## config.mk

```make
export PLATFORM = sky130hd
export DESIGN_NAME = syncsearch_ctrl
export DESIGN_NICKNAME = d
export VERILOG_FILES = /design/src/rtl/syncsearch_ctrl.sv
export SDC_FILE = /design/constraint.sdc
export NUM_CORES = 1
export LEC_CHECK = 0
export CAP_MARGIN = 40
export CORE_MARGIN = 4
export CORE_UTILIZATION = 40
export CTS_CLUSTER_SIZE = 20
export DETAILED_ROUTE_END_ITERATION = 6
export GPL_ROUTABILITY_DRIVEN = 0
export PLACE_DENSITY = 0.72
export RECOVER_POWER = 25
export SLEW_MARGIN = 0
export SYNTH_ARGS = -nofsm -noshare
export SYNTH_HDL_FRONTEND = slang
export SYNTH_SLANG_ARGS = --single-unit
```

## constraint.sdc

```tcl
create_clock -name clk_6M -period 3.2 [get_ports clk_6M]
set_input_delay 0.8 -clock clk_6M [delete_from_list [all_inputs] [get_ports clk_6M]]
set_output_delay 0.8 -clock clk_6M [all_outputs]
set_load 0.05 [all_outputs]
```

## src/rtl/syncsearch_ctrl.sv

```systemverilog
`timescale 1ns/1ps
// syncsearch_ctrl: receive sync-word search sequencer.
// Waits for the rx sync shift register to refill after a start request, then
// opens the correlation window and compares the register against the
// reference word once per microsecond (Hamming distance vs threshold).
// Reports a hit (timestamp + error count) or a window timeout.
module syncsearch_ctrl #(
  parameter int FILL_BITS = 64,
  parameter int TMR_W     = 16
) (
  input  logic             clk_6M,
  input  logic             rstz,
  input  logic             p_1us,
  input  logic             search_start,
  input  logic             search_abort,
  input  logic [5:0]       regi_correthreshold,
  input  logic [TMR_W-1:0] regi_searchwindow,
  input  logic [63:0]      syncinword,
  input  logic [63:0]      ref_sync,
  output logic             correWindow,
  output logic             search_busy,
  output logic             sync_found_p,
  output logic             sync_timeout_p,
  output logic [6:0]       sync_errcnt,
  output logic [TMR_W-1:0] sync_time_us
);

  localparam int             FW        = $clog2(FILL_BITS + 1);
  localparam logic [FW-1:0]  FILL_LAST = FW'(FILL_BITS - 1);

  typedef enum logic [1:0] {IDLE, FILL, SEARCH} state_t;

  // Configuration captured at an accepted start; later register writes
  // do not disturb a search in progress.
  typedef struct packed {
    logic [5:0]       thr;
    logic [TMR_W-1:0] win;
  } cfg_t;

  state_t           state;
  cfg_t             cfg;
  logic [FW-1:0]    fill_cnt;
  logic [TMR_W-1:0] timer;
  logic             p_eval;
  logic [63:0]      diff;
  logic [6:0]       errcnt;

  assign diff = syncinword ^ ref_sync;

  // Evaluation strobe one cycle after the tick, so the shift register has
  // already taken its new bit when we correlate.
  always_ff @(posedge clk_6M or negedge rstz) begin
    if (!rstz) p_eval <= 1'b0;
    else       p_eval <= p_1us;
  end

  // Hamming distance between the received window and the reference word.
  always_comb begin
    errcnt = '0;
    for (int i = 0; i < 64; i++) errcnt = errcnt + 7'(diff[i]);
  end

  // Search sequencer with registered status and result outputs.
  always_ff @(posedge clk_6M or negedge rstz) begin
    if (!rstz) begin
      state          <= IDLE;
      cfg            <= '0;
      fill_cnt       <= '0;
      timer          <= '0;
      correWindow    <= 1'b0;
      search_busy    <= 1'b0;
      sync_found_p   <= 1'b0;
      sync_timeout_p <= 1'b0;
      sync_errcnt    <= '0;
      sync_time_us   <= '0;
    end else begin
      sync_found_p   <= 1'b0;
      sync_timeout_p <= 1'b0;
      if (search_abort) begin
        // Abort beats everything, including a same-cycle start or hit;
        // held results are left untouched.
        state       <= IDLE;
        correWindow <= 1'b0;
        search_busy <= 1'b0;
      end else begin
        case (state)
          IDLE: begin
            if (search_start) begin
              state        <= FILL;
              search_busy  <= 1'b1;
              cfg.thr      <= regi_correthreshold;
              cfg.win      <= regi_searchwindow;
              fill_cnt     <= '0;
              timer        <= '0;
              sync_errcnt  <= '0;
              sync_time_us <= '0;
            end
          end
          FILL: begin
            // The register is fully refreshed on the FILL_BITS-th tick; its
            // delayed strobe becomes the first evaluation in SEARCH.
            if (p_1us) begin
              if (fill_cnt == FILL_LAST) begin
                state       <= SEARCH;
                correWindow <= 1'b1;
                timer       <= '0;
              end else begin
                fill_cnt <= fill_cnt + FW'(1);
              end
            end
          end
          SEARCH: begin
            if (p_eval) begin
              if (errcnt <= {1'b0, cfg.thr}) begin
                // Hit takes precedence over a coincident window expiry.
                sync_found_p <= 1'b1;
                sync_errcnt  <= errcnt;
                sync_time_us <= timer;
                state        <= IDLE;
                correWindow  <= 1'b0;
                search_busy  <= 1'b0;
              end else if (cfg.win != '0 && timer == cfg.win - TMR_W'(1)) begin
                sync_timeout_p <= 1'b1;
                state          <= IDLE;
                correWindow    <= 1'b0;
                search_busy    <= 1'b0;
              end else if (timer != '1) begin
                // Saturate so an unlimited window never reports a wrapped time.
                timer <= timer + TMR_W'(1);
              end
            end
          end
          default: begin
            state       <= IDLE;
            correWindow <= 1'b0;
            search_busy <= 1'b0;
          end
        endcase
      end
    end
  end

endmodule

```

---- Yosys cells after proc, flatten, opt, wreduce, memory -nomap -nowiden ----
Index checks and enable logic that the tools add are counted.
cells by class
  eq/ne operators ......................... 21
  reductions and logical operators ........ 13
  bitwise logic cells ..................... 2
  add/subtract/negate cells ............... 66
  mux-type cells .......................... 45
  order comparisons ....................... 1
operator list
  operator                                                               number
  7-bit by 1-bit adder with 7-bit output                                 57
  16-bit 2-to-1 mux                                                      9
  64-bit bitwise XOR                                                     1
  16-bit case mux with 3 select lines                                    1
  7-bit 2-to-1 mux                                                       5
  16-bit case mux with 2 select lines                                    1
  7-bit case mux with 2 select lines                                     2
  2-bit != test, second input constant                                   11
  5-bit AND reduction                                                    4
  1-bit 2-to-1 mux                                                       17
  16-bit by 1-bit adder with 16-bit output, second input constant        1
  16-bit equality test                                                   1
  16-bit != test, second input constant                                  1
  16-bit nonzero test                                                    1
  16-bit by 1-bit subtractor with 16-bit output, second input constant   1
  2-bit 2-to-1 mux                                                       7
  3-bit != test, second input constant                                   4
  9-bit AND reduction                                                    1
  6-bit by 1-bit adder with 7-bit output                                 1
  7-bit by 1-bit adder with 7-bit output, second input constant          1
  7-bit by 6-bit equality test with 1-bit output, second input constant  1
  7-bit by 6-bit less-or-equal comparator with 1-bit output              1
  5-bit by 1-bit adder with 6-bit output                                 1
  1-bit case mux with 3 select lines                                     2
  other kinds (15)                                                       16
storage, ports and cells
  output and inout port bits .............. 27
  flip-flop bits (word level) ............. 75
  input bits .............................. 155

---- Longest topological paths before layout ----
Gate-level depths: netlist of run 1.
  depth in word-level cells ............... 69
  mapped depth ............................ 31
  depth with buffers taken out ............ 30

---- Worst setup path before layout of run 1 ----
No wires, ideal clock.
  path type ............................... in2reg
  start ................................... in ref_sync[11]
  end ..................................... reg timer[3]
  stages .................................. 29
  arrival time ............................ 7.695 ns
  slack ................................... -4.628 ns
  data required time ...................... 3.067 ns
  library setup time ...................... 0.133 ns
  buffers on the path ..................... 1
  cell sequence ........................... xor2_1 > fa_1 > inv_1 > fa_1 > inv_1 > fa_1 > fa_1 > fa_1 > fa_1 > inv_1 > fa_1 > fa_1 > inv_1 > ha_1 > inv_1 > fa_1 > nor2b_1 > o21ai_0 > a21boi_0 > nor2_1 > ha_1 > o21a_1 > o22ai_1 > a21oi_1 > nor3_1 > a21o_4 > buf_12 > o311ai_0 > nand2_1
on the way
  cells in the longest elaborated chain, start to end .. 57
ends and longest elaborated chain
  element                                                    line  RTL
  start: declaration                                         19    input logic [63:0] ref_sync,
  64-bit bitwise XOR                                         48    assign diff = syncinword ^ ref_sync;
  7-bit by 1-bit adder with 7-bit output (53 in a row)       60    for (int i = 0; i < 64; i++) errcnt = errcnt + 7'(diff[i]);
  7-bit by 6-bit less-or-equal comparator with 1-bit output  114   if (errcnt <= {1'b0, cfg.thr}) begin
  2-bit != test (no source line)                             -
  9-bit AND reduction (no source line)                       -
  end signal: assignment                                     129   timer <= timer + TMR_W'(1);
  end: declaration                                           43    logic [TMR_W-1:0] timer;
No other way between the ends.
A chain may end at the register's enable or synchronous reset.

---- Final worst setup path of run 1 ----
  start ................................... in ref_sync[25]
  end ..................................... reg sync_errcnt[0]
on the way
  cells in the longest elaborated chain, start to end .. 43
  elaborated cells on any way between the ends .. 46
  those cells by class .................... add/sub (39); order compare (1); eq/ne (1); mux (3); bitwise (1); reduce/logical (1)
ends and longest elaborated chain
  element                                                                                               line  RTL
  64-bit bitwise XOR (*)                                                                                48
  7-bit by 1-bit adder with 7-bit output (*) (39 in a row)                                              60
  7-bit by 6-bit less-or-equal comparator with 1-bit output / 7-bit 2-to-1 mux (equally long branches)  114
  2-bit != test (no source line) / 7-bit 2-to-1 mux (equally long branches)                             -
  5-bit AND reduction (no source line) / 7-bit case mux with 2 select lines (equally long branches)     -
  end signal: assignment                                                                                117   sync_errcnt <= errcnt;
  end: declaration                                                                                      24    output logic [6:0] sync_errcnt,
Mark *: on every way between the ends. The rest lies on a longest branch, timed or not. The select of a mux whose other input is x is not followed.

==> results.py, run 1 <==
metrics = {
    "critical_path": {
        "cp_data_required_time_ns": 3.48,
        "crit_path_top_delay_cell": "fa_1",
        "crit_buf_inv": 8,
        "end_kind": "flip-flop",
        "critPathTopFamily": "adder cells",
        "path_common_cell": "fa_1",
        "crit_type": "input pin to flip-flop",
        "crit_arrival_ns": 8.04,
        "slowest_delay_ns": 0.59,
        "critPathLaunchType": "input pin",
        "cp_max_fo": 5,
    },
    "sta": {
        "post-route-period-util_pct": 243,
        "fin_worst_skew_ns": 0.00686,
        "rsz0062_at_grt": "yes",
        "tightest_slew_ns": 1.81,
        "final_max_slew_viol_count": 76,
        "finalWorstSetupSlack_ns": -4.56,
        "finalCriticalPeriod_ns": 7.76,
        "finalSetupViolations": 44,
        "timing.hold.ws_ns": 0.495,
        "max-slew-margin-rel_pct": -20.5,
        "fmax_mhz": 129,
        "hold_viol": 0,
    },
    "routing": {
        "antenna_left": 0,
        "drt-vias-per-instance": 5.13,
        "drc_errors": 0,
        "wl_per_cell_um": 16.9,
        "num_vias": 5214,
        "first_pass_iters": 5,
        "routed_wl_um": 17200,
        "drt_iter0_markers": 350,
    },
    "yosys": {
        "yosys.area.top_type_share_pct": 30.2,
        "yosys_warnings": 0,
        "synth_ff_type": "dfrtp_1",
        "ys_seq_area_share_pct": 30.2,
        "synthesis.area_um2": 6220,
        "synth_fp_nets": 838,
        "synth_cell_types": 58,
        "synth_edf_count": 0,
        "ys_top_cells_by_area": "dfrtp_1 30%, fa_1 17%, xor2_1 6.5%",
        "synth-seq-cells": 75,
        "synthCells": 605,
        "yosysMostFrequentCell": "dfrtp_1",
        "synthDominantAreaCellType": "dfrtp_1",
        "ys_top_cells_by_count": "75 x dfrtp_1, 65 x inv_1, 54 x fa_1",
        "async_reset_ff_share_pct": 100,
        "syn_area_per_cell_um2": 10.3,
    },
    "final_layout": {
        "areaGrowthSynthToFinish_pct": 47.8,
        "drive_gt1_share_pct": 21.5,
        "fin_area_um2": 9190,
        "nNetsFinal": 1055,
        "post-route-util_pct": 60.5,
    },
    "run_status": {
        "run_status": "finished with violations",
        "violations": "max-capacitance violations, max-slew violations, negative setup slack",
    },
    "global_routing": {
        "grt-ovfl-total": 0,
        "antenna_found_initial": 2,
        "grt_max_degree": 76,
        "grt_pass1_vias": 5388,
        "grt_first_pass_wirelength_um": 26700,
        "grt_usage_pct": 18.6,
    },
    "cts": {
        "clock-root-buffer": "clkbuf_16",
        "numCtsBuffers": 9,
        "cts_tree": "done",
        "clockBufferDepth": 2,
        "path_clk_slew_ns": 0.06,
        "cts_sinks": 75,
        "htree_levels": 3,
        "clock_latency_ns": 0.34,
    },
    "flow_run": {
        "maxCapViolCount": 1,
    },
    "placed_design": {
        "dp.final_hpwl_um": 13200,
        "place_ws_ns": -5.39,
        "placed_area_um2": 8490,
        "io_buffer_count": 181,
    },
    "floorplanning": {
        "coreArea_um2": 15200,
        "ios": 182,
        "start_util_pct": 40.9,
        "rows": 45,
        "die_x_um": 133,
        "die_y_um": 133,
        "fp.dieArea_um2": 17600,
    },
    "min_path": {
        "hold_path.class": "flip-flop to flip-flop",
    },
}
## final cells by class
type,instances,area (um^2)
Tap cell,188,235
Clock buffer,10,229
Timing Repair Buffer,229,2200
Antenna cell,1,2.50
Fill cell,1244,6010
Multi-Input combinational cell,442,4380
Sequential cell,75,1880
Inverter,65,244
Clock inverter,6,32.5
## registers in the layout (all words and copies together), names as in the netlist
register,count
cfg,22
sync_errcnt,7
sync_time_us,16
fill_cnt,7
sync_timeout_p,1
p_eval,1
timer,16
state,2
correWindow,1
search_busy,1
sync_found_p,1
## cell families after synthesis
| logic type | share of synthesized area, % |
|---|---|
| simple gates | 13.0 |
| compound gates | 11.3 |
| xor+xnor | 12.8 |
| buf+inv | 5.89 |
| fa+ha+maj | 22.2 |
| flops | 30.2 |
| mux | 4.61 |
## worst register-to-register path, delay by kind of cell, from the launching register on
family | cells | cell delay (ns)
AO/OA/AOI/OAI | 4 | 1.07
flip-flops | 1 | 0.41
AND/OR/NAND/NOR | 3 | 1.19
adder cells (fa/ha/maj) | 1 | 0.16
buffers and inverters | 2 | 0.21
multiplexers | 1 | 0.13
## cells in the final DEF (no fill, tap or decap), types with 9 or more instances in the layout
master	synthesis	final
o21ai_0	20	16
buf_4	0	35
xnor2_1	45	31
clkdlybuf4s50_1	0	114
ha_1	24	23
mux2i_1	14	14
xor2_2	0	9
nand3_1	16	16
xnor2_2	0	12
inv_1	65	58
dfrtp_1	75	75
a22o_1	21	21
clkbuf_16	0	13
a211oi_2	5	9
clkdlybuf4s15_1	0	16
or2_2	14	14
mux2_2	13	13
xor2_1	46	37
buf_2	1	9
dlygate4sd2_1	0	36
nor2_1	28	26
nand2_1	41	39
fa_1	54	50
## per-layer routing
metal | track usage [%] | vias to the layer above | wire, um
li1 | - | 2458 | -
met3 | 3.54 | 29 | 875
met4 | 4.50 | 2 | 246
met1 | 23.6 | 2553 | 6910
met5 | 0 | - | 13
met2 | 32.9 | 172 | 9130
## stage by stage
stage	TNS, ns	std cells
after global routing	-210.18	1016
after global placement	-222.47	982
after detailed placement	-230.24	982
after CTS	-198.04	1004
after floorplan	-188.54	605
final	-197.30	1016
## path summary, 6_finish.rpt
kind,from,endpoint,slack (ns),depth (start not counted)
max in group asynchronous,rstz,sync_found_p,1.09,2
min reg2reg,sync_time_us[8],sync_time_us[8],0.50,1
min in group asynchronous,rstz,cfg[3],1.05,2
min,sync_time_us[8],sync_time_us[8],0.50,1
max,ref_sync[25],sync_errcnt[0],-4.56,30
max reg2reg,cfg[0],timer[1],-0.07,11
## repair_timing
item,4_1_cts,5_1_grt
hold buffers,0,0
cloned,1,6
pin swaps,50,42
setup buffers,5,5
setup endpoints to repair,44,44
resized for setup,153,32
Power of run 1 is not shown: default switching activity piles up to over one toggle a cycle in this logic, so the estimate is an artifact.
==> inputs of run 2 (changes only) <==
SKIP_LAST_GASP = 1   (was unset)
SLEW_MARGIN = unset   (was 0)
==> results.py, run 2 (synthesis results as in run 1) <==
metrics = {
    "sta": {
        "finalSetupViolations": 44,
        "max-slew-margin-rel_pct": -23.1,
        "fin_worst_skew_ns": 0.00804,
        "post-route-period-util_pct": 242,
        "finalWorstSetupSlack_ns": -4.56,
        "fin_setup_tns_ns": -197.25,
        "tightest_slew_ns": 1.85,
        "rsz0062_at_grt": "yes",
        "finalCriticalPeriod_ns": 7.76,
        "fmax_mhz": 129,
        "final_max_slew_viol_count": 76,
        "hold_viol": 0,
    },
    "cts": {
        "htree_levels": 3,
        "cts_tree": "done",
        "clock_latency_ns": 0.34,
        "path_clk_slew_ns": 0.06,
        "postCtsHoldBufs": 0,
        "cts_sinks": 75,
        "clockBufferDepth": 2,
        "clock-root-buffer": "clkbuf_16",
        "numCtsBuffers": 9,
    },
    "final_layout": {
        "num-fill-cells": 1244,
        "largestRegisters": "cfg x22, sync_time_us x16, timer x16",
        "drive_gt1_share_pct": 21.5,
        "multiInputGateArea_um2": 4380,
        "post-route-util_pct": 60.5,
        "layout_common_cells": "114 x clkdlybuf4s50_1, 75 x dfrtp_1, 58 x inv_1",
        "top_register": "cfg",
        "largest_reg_flops": 22,
        "mostFrequentLayoutCell": "clkdlybuf4s50_1",
        "nNetsFinal": 1055,
        "areaGrowthSynthToFinish_pct": 47.8,
        "register_area_um2": 1880,
    },
    "routing": {
        "drt-vias-per-instance": 5.10,
        "num_vias": 5177,
        "wl_per_cell_um": 16.9,
        "first_pass_iters": 5,
        "drt_iter0_markers": 326,
        "drc_errors": 0,
        "antenna_left": 0,
        "routed_wl_um": 17200,
    },
    "floorplanning": {
        "fp.dieArea_um2": 17600,
        "die_y_um": 133,
        "die_x_um": 133,
        "rows": 45,
        "ios": 182,
        "coreArea_um2": 15200,
        "start_util_pct": 40.9,
    },
    "global_routing": {
        "grt_first_pass_wirelength_um": 26700,
        "grt_usage_pct": 18.6,
        "antenna_found_initial": 3,
        "grt_max_degree": 76,
        "grt_pass1_vias": 5378,
        "grt-ovfl-total": 0,
    },
    "placed_design": {
        "dp.final_hpwl_um": 13200,
        "place_ws_ns": -5.39,
        "io_buffer_count": 181,
    },
    "run_status": {
        "run_status": "finished with violations",
        "violations": "max-capacitance violations, max-slew violations, negative setup slack",
    },
    "critical_path": {
        "path_common_cell": "fa_1",
        "cp_data_required_time_ns": 3.48,
        "cp_max_fo": 5,
        "crit_type": "input pin to flip-flop",
        "slowest_delay_ns": 0.59,
        "crit_buf_inv": 8,
        "crit_arrival_ns": 8.04,
        "critPathLaunchType": "input pin",
        "critPathTopFamily": "adder cells",
        "crit_path_top_delay_cell": "fa_1",
        "end_kind": "flip-flop",
    },
    "min_path": {
        "hold_path.class": "flip-flop to flip-flop",
    },
    "flow_run": {
        "maxCapViolCount": 1,
    },
}
[run 2: cell counts in the layout (fill, tap and decap cells not counted)]
Identical to the previous run, type by type.
[run 2: final cells by class]
class	count	area share, %
tap	188	2.56
inverter	65	2.65
clock buffer	10	2.49
timing repair buffer	229	23.9
clock inverter	6	0.354
sequential	75	20.4
antenna	1	0.0272
multi-input combinational	442	47.6
[run 2: final timing paths]
check	start	end	slack, ns	cells past startpoint
worst max register to register	cfg[0]	timer[1]	-0.07	11
min in group asynchronous	rstz	cfg[4]	1.06	2
worst min register to register	sync_time_us[8]	sync_time_us[8]	0.50	1
worst max-delay path	ref_sync[25]	sync_errcnt[0]	-4.56	30
worst min-delay path	sync_time_us[8]	sync_time_us[8]	0.50	1
max in group asynchronous	rstz	sync_found_p	1.06	2
[run 2: timing repair]
action,in CTS,in global routing
pin swaps,49,43
buffers inserted,5,5
cloned,1,6
gates resized for setup,153,32
endpoints found under the setup margin,44,44
[run 2: metrics by stage]
step | hold slack, ns | area (um^2) | cells
floorplan | 0.484 | 6300 | 605
global placement | 0.468 | 8490 | 982
detailed placement | 0.482 | 8490 | 982
CTS | 0.495 | 8940 | 1004
global route | 0.516 | 9190 | 1016
finish | 0.495 | 9190 | 1016
[run 2: worst register-to-register path, stage by stage, from the launching register on]
cell and delay, ns:
dfrtp_1 0.41, inv_1 0.09, ha_1 0.16, or4b_1 0.53, nor4_4 0.22, mux2i_1 0.13
or3b_4 0.43, a2111oi_4 0.58, a21o_4 0.30, buf_6 0.12, o211ai_1 0.08, o41ai_1 0.10
[run 2: routing by layer]
metal / vias up / track usage (%) / wire [um]
met5: - / 0 / 27
met1: 2549 / 23.6 / 7030
met3: 26 / 3.54 / 778
met4: 4 / 4.50 / 265
li1: 2458 / - / -
met2: 140 / 32.9 / 9100
Power of run 2 is left out for the same reason.
